[src/rtl/vram_arb_pkg.sv]
// vram_arb_pkg: shared types and constants for the VRAM port arbiter.
// Holds the ownership state enum, the read-return tag carried through the
// read-latency delay line, bus widths, and a small one-hot helper.
package vram_arb_pkg;

   localparam int unsigned VRAM_WORDS = 600;
   localparam int unsigned ADDR_W     = 11;
   localparam int unsigned DATA_W     = 32;
   localparam int unsigned BE_W       = 4;
   localparam int unsigned NREQ       = 2;

   typedef enum logic [1:0] {
      IDLE = 2'd0,
      OWN0 = 2'd1,
      OWN1 = 2'd2
   } arb_state_t;

   typedef struct packed {
      logic valid;
      logic id;
   } rd_tag_t;

   // Convert a requester id into its one-hot request/grant bit position
   function automatic logic [NREQ-1:0] id_to_onehot(input logic id);
      logic [NREQ-1:0] oh;
      if (id) begin
         oh = 2'b10;
      end else begin
         oh = 2'b01;
      end
      return oh;
   endfunction

endpackage

[src/rtl/vram_port_arb_if.sv]
// vram_port_arb_if: requester handshake and BRAM port A signals of the
// VRAM arbiter. The slave modport is the arbiter's view; the master modport
// is the view of the environment (requesters plus the BRAM read data).
interface vram_port_arb_if;
   import vram_arb_pkg::*;

   logic [NREQ-1:0]   rq_req;
   logic [NREQ-1:0]   rq_lock;
   logic [BE_W-1:0]   rq_we0;
   logic [BE_W-1:0]   rq_we1;
   logic [ADDR_W-1:0] rq_addr0;
   logic [ADDR_W-1:0] rq_addr1;
   logic [DATA_W-1:0] rq_wdata0;
   logic [DATA_W-1:0] rq_wdata1;
   logic [NREQ-1:0]   rq_gnt;
   logic [NREQ-1:0]   rq_rvalid;
   logic [DATA_W-1:0] rq_rdata;
   logic [NREQ-1:0]   rq_err;
   logic [ADDR_W-1:0] bram_addr;
   logic [BE_W-1:0]   bram_we;
   logic [DATA_W-1:0] bram_din;
   logic [DATA_W-1:0] bram_dout;

   modport slave (
      input  rq_req, rq_lock, rq_we0, rq_we1, rq_addr0, rq_addr1,
             rq_wdata0, rq_wdata1, bram_dout,
      output rq_gnt, rq_rvalid, rq_rdata, rq_err,
             bram_addr, bram_we, bram_din
   );

   modport master (
      output rq_req, rq_lock, rq_we0, rq_we1, rq_addr0, rq_addr1,
             rq_wdata0, rq_wdata1, bram_dout,
      input  rq_gnt, rq_rvalid, rq_rdata, rq_err,
             bram_addr, bram_we, bram_din
   );

endinterface

[src/rtl/vram_rd_tag_pipe.sv]
// vram_rd_tag_pipe: RD_LAT-deep delay line for read-return tags, aligned
// with the BRAM read latency. A tag entering with a granted read leaves
// exactly RD_LAT cycles later, when the BRAM output holds its data. The
// blank bit travels alongside and marks reads whose data must return zero.
module vram_rd_tag_pipe
   import vram_arb_pkg::*;
#(
   parameter int unsigned RD_LAT = 2
) (
   input  logic    clk,
   input  logic    reset,
   input  rd_tag_t in_tag,
   input  logic    in_blank,
   output rd_tag_t out_tag,
   output logic    out_blank
);

   rd_tag_t           tag_q [RD_LAT];
   rd_tag_t           tag_d [RD_LAT];
   logic [RD_LAT-1:0] blank_q;
   logic [RD_LAT-1:0] blank_d;

   // Shift every stage one step toward the output; stage 0 takes the new tag
   always_comb begin
      tag_d[0]   = in_tag;
      blank_d    = blank_q;
      blank_d[0] = in_blank;
      for (int unsigned i = 1; i < RD_LAT; i++) begin
         tag_d[i]   = tag_q[i-1];
         blank_d[i] = blank_q[i-1];
      end
   end

   // Stage registers; reset invalidates every in-flight tag
   always_ff @(posedge clk) begin
      if (reset) begin
         for (int unsigned i = 0; i < RD_LAT; i++) begin
            tag_q[i] <= '0;
         end
         blank_q <= '0;
      end else begin
         tag_q   <= tag_d;
         blank_q <= blank_d;
      end
   end

   assign out_tag   = tag_q[RD_LAT-1];
   assign out_blank = blank_q[RD_LAT-1];

endmodule

[src/rtl/vram_port_arb.sv]
// vram_port_arb: arbitrates BRAM port A between requester 0 (AXI side) and
// requester 1 (hardware engine). Grants are combinational from the ownership
// state and the live requests so an accepted access drives the BRAM in the
// same cycle. A requester may keep ownership across grants with rq_lock.
// Accesses at or above CTRL_ADDR are granted but never write the BRAM; they
// flag rq_err one cycle later and reads of them return zero.
// Build option: define VRAM_ARB_RR_EN for round-robin arbitration in IDLE;
// when undefined requester 0 always wins and no pointer register exists.
module vram_port_arb
   import vram_arb_pkg::*;
#(
   parameter int unsigned RD_LAT    = 2,
   parameter int unsigned CTRL_ADDR = VRAM_WORDS
) (
   input  logic           clk,
   input  logic           reset,
   vram_port_arb_if.slave bus
);

   arb_state_t        state_q, state_d;
   logic [NREQ-1:0]   idle_gnt_s;
   logic [NREQ-1:0]   gnt_s;
   logic              gnt_any_s;
   logic              sel_id_s;
   logic [ADDR_W-1:0] sel_addr_s;
   logic [BE_W-1:0]   sel_we_s;
   logic [DATA_W-1:0] sel_wdata_s;
   logic              ctrl_hit_s;
   logic              rd_start_s;
   logic [ADDR_W-1:0] addr_q, addr_d;
   logic [DATA_W-1:0] din_q, din_d;
   logic [BE_W-1:0]   we_s;
   logic [NREQ-1:0]   err_q, err_d;
   rd_tag_t           tag_in_s;
   rd_tag_t           tag_out_s;
   logic              blank_out_s;
   logic [NREQ-1:0]   rvalid_s;
   logic [DATA_W-1:0] rdata_s;

`ifdef VRAM_ARB_RR_EN
   logic ptr_q, ptr_d;

   // IDLE winner: on a tie the requester favoured by the pointer wins
   always_comb begin
      if (bus.rq_req == 2'b11) begin
         idle_gnt_s = id_to_onehot(ptr_q);
      end else begin
         idle_gnt_s = bus.rq_req;
      end
   end

   // Pointer favours the requester that was not granted last
   always_comb begin
      if (gnt_any_s) begin
         ptr_d = ~sel_id_s;
      end else begin
         ptr_d = ptr_q;
      end
   end

   // Round-robin pointer register, favouring requester 0 out of reset
   always_ff @(posedge clk) begin
      if (reset) begin
         ptr_q <= 1'b0;
      end else begin
         ptr_q <= ptr_d;
      end
   end
`else
   // IDLE winner: requester 0 has fixed priority
   always_comb begin
      if (bus.rq_req[0]) begin
         idle_gnt_s = 2'b01;
      end else if (bus.rq_req[1]) begin
         idle_gnt_s = 2'b10;
      end else begin
         idle_gnt_s = 2'b00;
      end
   end
`endif

   // Ownership FSM next state and grant; no grant while reset is asserted
   always_comb begin
      gnt_s   = 2'b00;
      state_d = state_q;
      if (reset) begin
         gnt_s   = 2'b00;
         state_d = IDLE;
      end else begin
         case (state_q)
            IDLE: begin
               gnt_s = idle_gnt_s;
               if (idle_gnt_s[0] && bus.rq_lock[0]) begin
                  state_d = OWN0;
               end else if (idle_gnt_s[1] && bus.rq_lock[1]) begin
                  state_d = OWN1;
               end else begin
                  state_d = IDLE;
               end
            end
            OWN0: begin
               gnt_s = {1'b0, bus.rq_req[0]};
               if (!bus.rq_lock[0] || !bus.rq_req[0]) begin
                  state_d = IDLE;
               end else begin
                  state_d = OWN0;
               end
            end
            OWN1: begin
               gnt_s = {bus.rq_req[1], 1'b0};
               if (!bus.rq_lock[1] || !bus.rq_req[1]) begin
                  state_d = IDLE;
               end else begin
                  state_d = OWN1;
               end
            end
            default: begin
               gnt_s   = 2'b00;
               state_d = IDLE;
            end
         endcase
      end
   end

   assign gnt_any_s = |gnt_s;
   assign sel_id_s  = gnt_s[1];

   // Select the granted requester's transaction fields
   always_comb begin
      if (sel_id_s) begin
         sel_addr_s  = bus.rq_addr1;
         sel_we_s    = bus.rq_we1;
         sel_wdata_s = bus.rq_wdata1;
      end else begin
         sel_addr_s  = bus.rq_addr0;
         sel_we_s    = bus.rq_we0;
         sel_wdata_s = bus.rq_wdata0;
      end
   end

   assign ctrl_hit_s = (32'(sel_addr_s) >= CTRL_ADDR);
   assign rd_start_s = gnt_any_s && (sel_we_s == 4'b0000);

   // BRAM port drive: follow the grant, otherwise hold address/data, never write
   always_comb begin
      if (gnt_any_s) begin
         addr_d = sel_addr_s;
         din_d  = sel_wdata_s;
      end else begin
         addr_d = addr_q;
         din_d  = din_q;
      end
      if (gnt_any_s && !ctrl_hit_s) begin
         we_s = sel_we_s;
      end else begin
         we_s = 4'b0000;
      end
   end

   // Error flag for the granted requester when it touched the control word
   always_comb begin
      if (gnt_any_s && ctrl_hit_s) begin
         err_d = gnt_s;
      end else begin
         err_d = 2'b00;
      end
   end

   // State, held BRAM address/data and error pulse registers
   always_ff @(posedge clk) begin
      if (reset) begin
         state_q <= IDLE;
         addr_q  <= '0;
         din_q   <= '0;
         err_q   <= 2'b00;
      end else begin
         state_q <= state_d;
         addr_q  <= addr_d;
         din_q   <= din_d;
         err_q   <= err_d;
      end
   end

   // Tag for a granted read: which requester gets the data back
   always_comb begin
      tag_in_s.valid = rd_start_s;
      tag_in_s.id    = sel_id_s;
   end

   vram_rd_tag_pipe #(
      .RD_LAT (RD_LAT)
   ) u_tag_pipe (
      .clk       (clk),
      .reset     (reset),
      .in_tag    (tag_in_s),
      .in_blank  (ctrl_hit_s),
      .out_tag   (tag_out_s),
      .out_blank (blank_out_s)
   );

   // Read return: pulse rvalid for the tagged requester; data is zero otherwise
   always_comb begin
      rvalid_s = 2'b00;
      rdata_s  = 32'h0000_0000;
      if (tag_out_s.valid) begin
         rvalid_s = id_to_onehot(tag_out_s.id);
         if (blank_out_s) begin
            rdata_s = 32'h0000_0000;
         end else begin
            rdata_s = bus.bram_dout;
         end
      end else begin
         rvalid_s = 2'b00;
         rdata_s  = 32'h0000_0000;
      end
   end

   assign bus.rq_gnt    = gnt_s;
   assign bus.rq_err    = err_q;
   assign bus.rq_rvalid = rvalid_s;
   assign bus.rq_rdata  = rdata_s;
   assign bus.bram_addr = addr_d;
   assign bus.bram_din  = din_d;
   assign bus.bram_we   = we_s;

endmodule

[src/flat_wrapper.sv]
// flat-port wrapper written by rule: the top's interface ports become plain ports
module vram_port_arb_flat import vram_arb_pkg::*;
#(
   parameter int unsigned RD_LAT    = 2,
   parameter int unsigned CTRL_ADDR = VRAM_WORDS
)
  (clk, reset, bus_rq_req, bus_rq_lock, bus_rq_we0, bus_rq_we1, bus_rq_addr0, bus_rq_addr1, bus_rq_wdata0, bus_rq_wdata1, bus_bram_dout, bus_rq_gnt, bus_rq_rvalid, bus_rq_rdata, bus_rq_err, bus_bram_addr, bus_bram_we, bus_bram_din);
  vram_port_arb_if bus_i ();
  input  logic clk;
  input  logic reset;
  input wire logic [$bits(bus_i.rq_req)-1:0] bus_rq_req;
  input wire logic [$bits(bus_i.rq_lock)-1:0] bus_rq_lock;
  input wire logic [$bits(bus_i.rq_we0)-1:0] bus_rq_we0;
  input wire logic [$bits(bus_i.rq_we1)-1:0] bus_rq_we1;
  input wire logic [$bits(bus_i.rq_addr0)-1:0] bus_rq_addr0;
  input wire logic [$bits(bus_i.rq_addr1)-1:0] bus_rq_addr1;
  input wire logic [$bits(bus_i.rq_wdata0)-1:0] bus_rq_wdata0;
  input wire logic [$bits(bus_i.rq_wdata1)-1:0] bus_rq_wdata1;
  input wire logic [$bits(bus_i.bram_dout)-1:0] bus_bram_dout;
  output wire logic [$bits(bus_i.rq_gnt)-1:0] bus_rq_gnt;
  output wire logic [$bits(bus_i.rq_rvalid)-1:0] bus_rq_rvalid;
  output wire logic [$bits(bus_i.rq_rdata)-1:0] bus_rq_rdata;
  output wire logic [$bits(bus_i.rq_err)-1:0] bus_rq_err;
  output wire logic [$bits(bus_i.bram_addr)-1:0] bus_bram_addr;
  output wire logic [$bits(bus_i.bram_we)-1:0] bus_bram_we;
  output wire logic [$bits(bus_i.bram_din)-1:0] bus_bram_din;
  assign bus_i.rq_req = bus_rq_req;
  assign bus_i.rq_lock = bus_rq_lock;
  assign bus_i.rq_we0 = bus_rq_we0;
  assign bus_i.rq_we1 = bus_rq_we1;
  assign bus_i.rq_addr0 = bus_rq_addr0;
  assign bus_i.rq_addr1 = bus_rq_addr1;
  assign bus_i.rq_wdata0 = bus_rq_wdata0;
  assign bus_i.rq_wdata1 = bus_rq_wdata1;
  assign bus_i.bram_dout = bus_bram_dout;
  assign bus_rq_gnt = bus_i.rq_gnt;
  assign bus_rq_rvalid = bus_i.rq_rvalid;
  assign bus_rq_rdata = bus_i.rq_rdata;
  assign bus_rq_err = bus_i.rq_err;
  assign bus_bram_addr = bus_i.bram_addr;
  assign bus_bram_we = bus_i.bram_we;
  assign bus_bram_din = bus_i.bram_din;
  vram_port_arb #(.RD_LAT(RD_LAT), .CTRL_ADDR(CTRL_ADDR)) u_core (.clk(clk), .reset(reset), .bus(bus_i));
endmodule
[config.mk]
export PLATFORM = sky130hd
export DESIGN_NAME = vram_port_arb_flat
export DESIGN_NICKNAME = d
export VERILOG_FILES = /design/src/rtl/vram_arb_pkg.sv /design/src/rtl/vram_port_arb_if.sv /design/src/rtl/vram_rd_tag_pipe.sv /design/src/rtl/vram_port_arb.sv /design/src/flat_wrapper.sv
export SDC_FILE = /design/constraint.sdc
export NUM_CORES = 1
export LEC_CHECK = 0
export ABC_AREA = 1
export BUFFER_PORTS_ARGS = -buffer_cell sky130_fd_sc_hd__buf_2
export CORE_MARGIN = 2
export CORE_UTILIZATION = 35
export DETAILED_ROUTE_END_ITERATION = 10
export GPL_TIMING_DRIVEN = 0
export PLACE_DENSITY = 0.76
export SLEW_MARGIN = 40
export SYNTH_ARGS = -nofsm -noshare
export SYNTH_HDL_FRONTEND = slang
export SYNTH_HIERARCHICAL = 1
export SYNTH_SLANG_ARGS = --single-unit
[constraint.sdc]
create_clock -name clk -period 1.35 [get_ports clk]
set_input_delay 0.2025 -clock clk [delete_from_list [all_inputs] [get_ports clk]]
set_output_delay 0.2025 -clock clk [all_outputs]
set_load 0.005 [all_outputs]
==> run summary, run 1 <==
First-pass GRT wire length: 14180 um
DRC: 0
Final worst slack: -0.6094 ns
Total Routing Usage GR: 20.30%
Endpoints failing setup: 87
Antenna cells: 0
Worst Skew: 0.009951 ns
Via Count: 3609
P per Cell Area: 752.5 nW/um2
Clock Sinks: 53
DP Wirelength: 7075 um
Crit end category: output port
Worst Path Required: 1.15 ns
Most frequent cells in the layout: 214 x buf_2, 130 x nand2_1, 53 x inv_1
Hold Startpoint: bus_rq_lock[0]
First DRT Iteration DRCs: 108
Post-synth cell types: 23
Slowest CP cell: dfxtp_4
CTS tree: done
Status: finished with violations
Largest family of logic cells by synthesized area: simple AND/OR/NAND/NOR gates
Clock Latency Late Sink: 0.30 ns
Failing checks: setup timing
Drt wl/cell: 12.31 um
Wirelength, routed: 9587 um
CP Class: reg -> out
Fraction of layout cells with a size suffix above 1: 48.89%
Filler cells: 728
Synth warnings: 6
Starting Density: 35.95%
Synth Net Count: 561
Area contributors post-synth: dfxtp_1 38%, nand2_1 18%, a31oi_1 7.9%
Mean Syn Cell Area: 6.443 um2
Max_cap viols: 0
CP max stage delay: 0.36 ns
Hold Crit Class: in -> reg
Slew Limit Fails: 0
Worst slew pin tran: 0.4811 ns
Core Rows: 32
Hold depth: 3
RSZ-0062 raised after global routing: true
Final #Nets: 808
Vias in the first global route: 3247
Width of the die: 92.87 um
H-tree depth: 2
Syn Std Cell Area: 2764 um2
Max Freq: 0.5104 GHz
Max Buffers Root-to-Sink: 2
Post-synthesis xor/xnor area fraction: 0%
Gr ovfl total: 0
Final RePlAce weighted congestion: 0.8918
Cells along the critical path: nor2_8, nand3_4, buf_8, nand2_4, nand2_2, nand2_1, nand2_1, nand3_2, nand3_4, nor2_2, buf_2
Commonest non-fill, non-tap cell in the layout: buf_2
Final hold viol count: 0
Yosys top cell area share: 38.39%
Adder-Cell Fraction of Synth Area: 0%
Pin count of the biggest net entering global routing: 17
Vias/cell: 4.633
Number of hold buffers added after cts: 0
Clock-pin slew on the worst setup and hold paths: 0.08 ns
Setup WS pre-CTS: -0.5585 ns
Sequential Area: 1067 um2
Core Area: 7687 um2
Post-layout min period: 1.959 ns
Multi-input gate area: 1654 um2
Peak VDD IR: 0.0004945 V
Num CTS Buffers: 5
Vert. Die Dim: 92.87 um
FF-to-FF End: u_core/u_tag_pipe/blank_q[0]
Flops & latches, synth: 53
Hold Path Sink: u_core/state_q[0]
Worst Path Max Fanout: 8
Reg2Reg Setup Slack: -0.31 ns
Num ports: 217
Multiplexer share of the synthesized area: 1.449%
Simple-gate portion of the synthesized area: 37.57%
Area Growth Syn to Fin: 72.57%
Mapped Cells: 429
Clock root cell: clkbuf_8
Startpoint types: flip-flop
Worst slew margin: 67.93%
Cell taking the most area after synthesis: dfxtp_1
Worst EP arrival: 1.76 ns
Pwr Total: 3589 uW
Die area: 8624 um2
Synth Area in Compound Gates: 10.64%
FF-to-FF Start: u_core/state_q[0]
Sequential fraction of the synthesis area: 38.39%
Antenna violations before repair: 0
Post-route ant nets: 0
First-pass iteration count of the detailed router: 4
R2R cell count: 12
Leakage: 0.002631 uW
Tcrit/Tclk final: 145.1%
I/O Buffers: 215
[state kept, by name, indices dropped and copies added (netlist names)]
name,count
u_core/state_q,2
u_core/din_q,32
u_core/bus.rq_err,2
u_core/u_tag_pipe/tag_d,2
u_core/addr_q,11
u_core/u_tag_pipe/out_tag,2
u_core/u_tag_pipe/blank_q,2
[worst max path at each step]
stage,start,endpoint,slack [ns],depth (start not counted)
2_1_floorplan,reset,bus_bram_we[0],-0.1,11
3_3_place_gp,reset,bus_bram_we[0],-0.50,11
3_5_place_dp,reset,bus_bram_we[1],-0.56,13
4_1_cts,u_core/state_q[1],bus_bram_we[1],-0.63,12
5_1_grt,u_core/state_q[0],bus_bram_we[0],-0.72,11
6_report,u_core/state_q[0],bus_bram_we[1],-0.61,11
[stage by stage]
| stage | hold slack [ns] | utilization (%) | setup TNS [ns] | cell area [um2] | std cells |
|---|---|---|---|---|---|
| CTS | 0.1032 | 57.55 | -29.45 | 4424 | 771 |
| global placement | 0.3900 | 51.81 | -36.35 | 3983 | 746 |
| global route | 0.1166 | 62.04 | -40.63 | 4770 | 779 |
| floorplan | 0.2737 | - | -0.7451 | 2779 | 429 |
| finish | 0.1178 | 62.04 | -29.88 | 4770 | 779 |
| detailed placement | 0.3971 | 51.81 | -39.41 | 3983 | 746 |
[what timing repair did]
item,4_1_cts,5_1_grt
endpoints found under the hold margin,0,0
pin swaps,9,16
gates resized for setup,65,72
setup buffers,14,7
endpoints found under the setup margin,129,125
gates cloned,4,1
[synth_stat cells]
library cell,instances
dfxtp_1,53
o21ai_2,1
a31oi_1,35
nand4_1,6
clkbuf_1,11
nand2_1,135
nor2_8,1
a211oi_1,1
inv_2,3
nand2_2,3
buf_6,2
inv_1,56
nand3_4,1
nand3_2,2
nand3_1,41
nor2_1,52
nor2_4,1
mux2i_1,4
or2_2,1
o21ai_0,4
a21oi_1,6
a21oi_2,1
buf_2,9
[worst max-delay path, delay by kind of cell, from the launching register on]
family                 cells  cell delay, ns
buffers and inverters      2            0.31
and+or+nand+nor            9            0.80
DFF                        1            0.36
[logic make-up after synthesis]
group                  after synthesis
buffers and inverters               81
multiplexers                         4
AND/OR/NAND/NOR                    243
AO/OA/AOI/OAI                       48
flip-flops                          53
[routing by layer]
metal,track usage [%],vias to the layer above,part of all wire (%)
li1,-,1857,-
met2,39.67,168,52
met1,21.24,1576,38
met5,0,-,0
met3,4.882,8,9.0
met4,5.760,0,0.90
[where the power goes]
group,total (uW),internal (uW),switching [uW]
sequential,1690,1660,27.9
clock,861,366,495
combinational,1040,511,531
total,3590,2540,1050
[cell type report]
class	instances	share of cell area, %
well taps	102	2.676
flip-flops and latches	53	22.38
multi-input cells	295	34.68
clock buffers	6	1.522
plain buffers	21	4.591
inverters	59	4.958
repair buffers	241	28.88
clock inverters	2	0.3148
Power figures use the tool's default switching activity.
==> run 2: changes to the inputs <==
- PLACE_DENSITY: 0.76 -> 0.73
- SETUP_SLACK_MARGIN: default -> 0.02
- clock period: 1.35 -> 2.4 ns (I/O delays scaled with it)
==> run 2 against run 1 <==
Effect of this change: the run now ends clean; count of clock-buffer cells in the layout did not move; total power fell by 47%; sequential power down 44%; first-iteration DRC count grew 23%.
==> run summary, run 2 (same netlist as run 1, synthesis figures left out) <==
Status: finished clean
Starting Density: 35.95%
Cells along the critical path: inv_1, nand2_2, nand3_4, buf_6, o21ai_2, nand2_1, nand3_2, nand3_2, nor2_1, buf_2
Setup total negative slack: 0 ns
Hold depth: 3
Filler cells: 770
Via Count: 3468
Core Area: 7687 um2
CTS tree: done
Hold slack final: 0.2716 ns
RSZ-0062 raised after global routing: false
Gr ovfl total: 0
Post-route ant nets: 0
Crit end category: output port
Width of the die: 92.87 um
Commonest non-fill, non-tap cell in the layout: buf_2
Multi-input gate area: 1373 um2
Vias in the first global route: 3091
Slew Limit Fails: 0
CP Class: reg -> out
Die area: 8624 um2
Worst slew pin tran: 0.4839 ns
Most used cell, CP: nand3_2
Pin count of the biggest net entering global routing: 17
CP max stage delay: 0.31 ns
Leakage: 0.002432 uW
H-tree depth: 2
Final RePlAce weighted congestion: 0.8476
Clock-pin slew on the worst setup and hold paths: 0.09 ns
Largest regs: u_core/din_q (32), u_core/addr_q (11)
Num ports: 217
Clock Sinks: 53
Core Rows: 32
Fraction of layout cells with a size suffix above 1: 38.17%
Peak VDD IR: 0.0002631 V
Clock Latency Late Sink: 0.30 ns
P per Cell Area: 469.7 nW/um2
Antenna cells: 0
Worst slew margin: 67.74%
Max Freq: 0.4527 GHz
Tcrit/Tclk final: 92.04%
DP Wirelength: 6907 um
I/O Buffers: 215
Most frequent cells in the layout: 224 x buf_2, 135 x nand2_1, 56 x inv_1
Final hold viol count: 0
Drt wl/cell: 11.14 um
Max Buffers Root-to-Sink: 2
Hold Crit Class: in -> reg
Max_cap viols: 0
Final #Nets: 786
Worst EP arrival: 1.85 ns
DRC: 0
Vias/cell: 4.581
Area Growth Syn to Fin: 47.53%
Worst Skew: 0.01087 ns
First DRT Iteration DRCs: 133
Worst Path Required: 2.04 ns
Sequential Area: 1061 um2
Slowest CP cell: dfxtp_1
Vert. Die Dim: 92.87 um
First-pass GRT wire length: 13120 um
Startpoint types: flip-flop
Endpoints failing setup: 0
R2R cell count: 7
Antenna violations before repair: 0
First-pass iteration count of the detailed router: 4
Max reg flops: 32
Biggest register: u_core/din_q
Num CTS Buffers: 5
Wirelength, routed: 8430 um
Post-layout min period: 2.209 ns
Worst Path Max Fanout: 10
Total Routing Usage GR: 18.73%
Clock root cell: clkbuf_8
==> run 2: cell count changes in the layout (fill, tap and decap cells not counted), moves of 5 or more <==
cell | before | now
buf_6 | 15 | 2
buf_4 | 15 | 3
buf_2 | 214 | 224
nand2_1 | 130 | 135
nor2_1 | 21 | 52
clkbuf_1 | 5 | 12
buf_8 | 8 | 0
nor2_4 | 21 | 1
nor2_2 | 11 | 0
==> run 2: repair_timing <==
action	in CTS	in global routing
hold buffers	0	0
buffers inserted	0	3
gates resized for setup	0	0
endpoints found under the setup margin	0	47
==> run 2: final cells by class <==
type	count	share of cell area, %
clock inverters	2	0.3682
repair buffers	218	26.94
plain buffers	22	2.670
well taps	102	3.130
inverters	59	5.431
flip-flops and latches	53	26.02
multi-input cells	295	33.66
clock buffers	6	1.780
==> run 2: power breakdown <==
part           total [uW]  internal [uW]  switching, uW
combinational         475            223            253
clock                 492            206            286
sequential            947            934           13.8
==> run 2: per-layer routing <==
| metal | global-route usage (%) | share of wire [%] | vias up |
|---|---|---|---|
| met3 | 4.557 | 9.5 | 7 |
| met2 | 35.99 | 50 | 165 |
| met5 | 0 | 0 | - |
| li1 | - | - | 1815 |
| met1 | 20.10 | 40 | 1481 |
| met4 | 5.270 | 0.90 | 0 |
==> run 2: metrics by stage <==
step / std cells / total power [uW] / cell area, um2 / worst slack, ns / util, %
floorplan: 429 / 1204 / 2764 / 0.6543 / -
global placement: 746 / 1436 / 3968 / 0.1648 / 51.61
detailed placement: 746 / 1443 / 3968 / 0.1908 / 51.61
CTS: 754 / 1938 / 4055 / 0.03183 / 52.75
global route: 757 / 2041 / 4078 / 0.02305 / 53.04
finish: 757 / 1915 / 4078 / 0.1911 / 53.04
==> run 2: critical path, delay by kind of cell, from the launching register on <==
family / cells / cell delay [ns]
DFF: 1 / 0.31
buffers and inverters: 3 / 0.35
AOI/OAI and AO/OA: 1 / 0.14
and+or+nand+nor: 6 / 0.74
==> run 2: worst paths after layout <==
path,start,slack (ns),end
worst max register to register,u_core/state_q[1],0.83,u_core/din_q[25]
worst min register to register,u_core/u_tag_pipe/tag_d[1],0.41,u_core/u_tag_pipe/out_tag[1]
worst min-delay path,bus_rq_lock[1],0.27,u_core/state_q[1]
worst max-delay path,u_core/state_q[1],0.19,bus_bram_we[2]
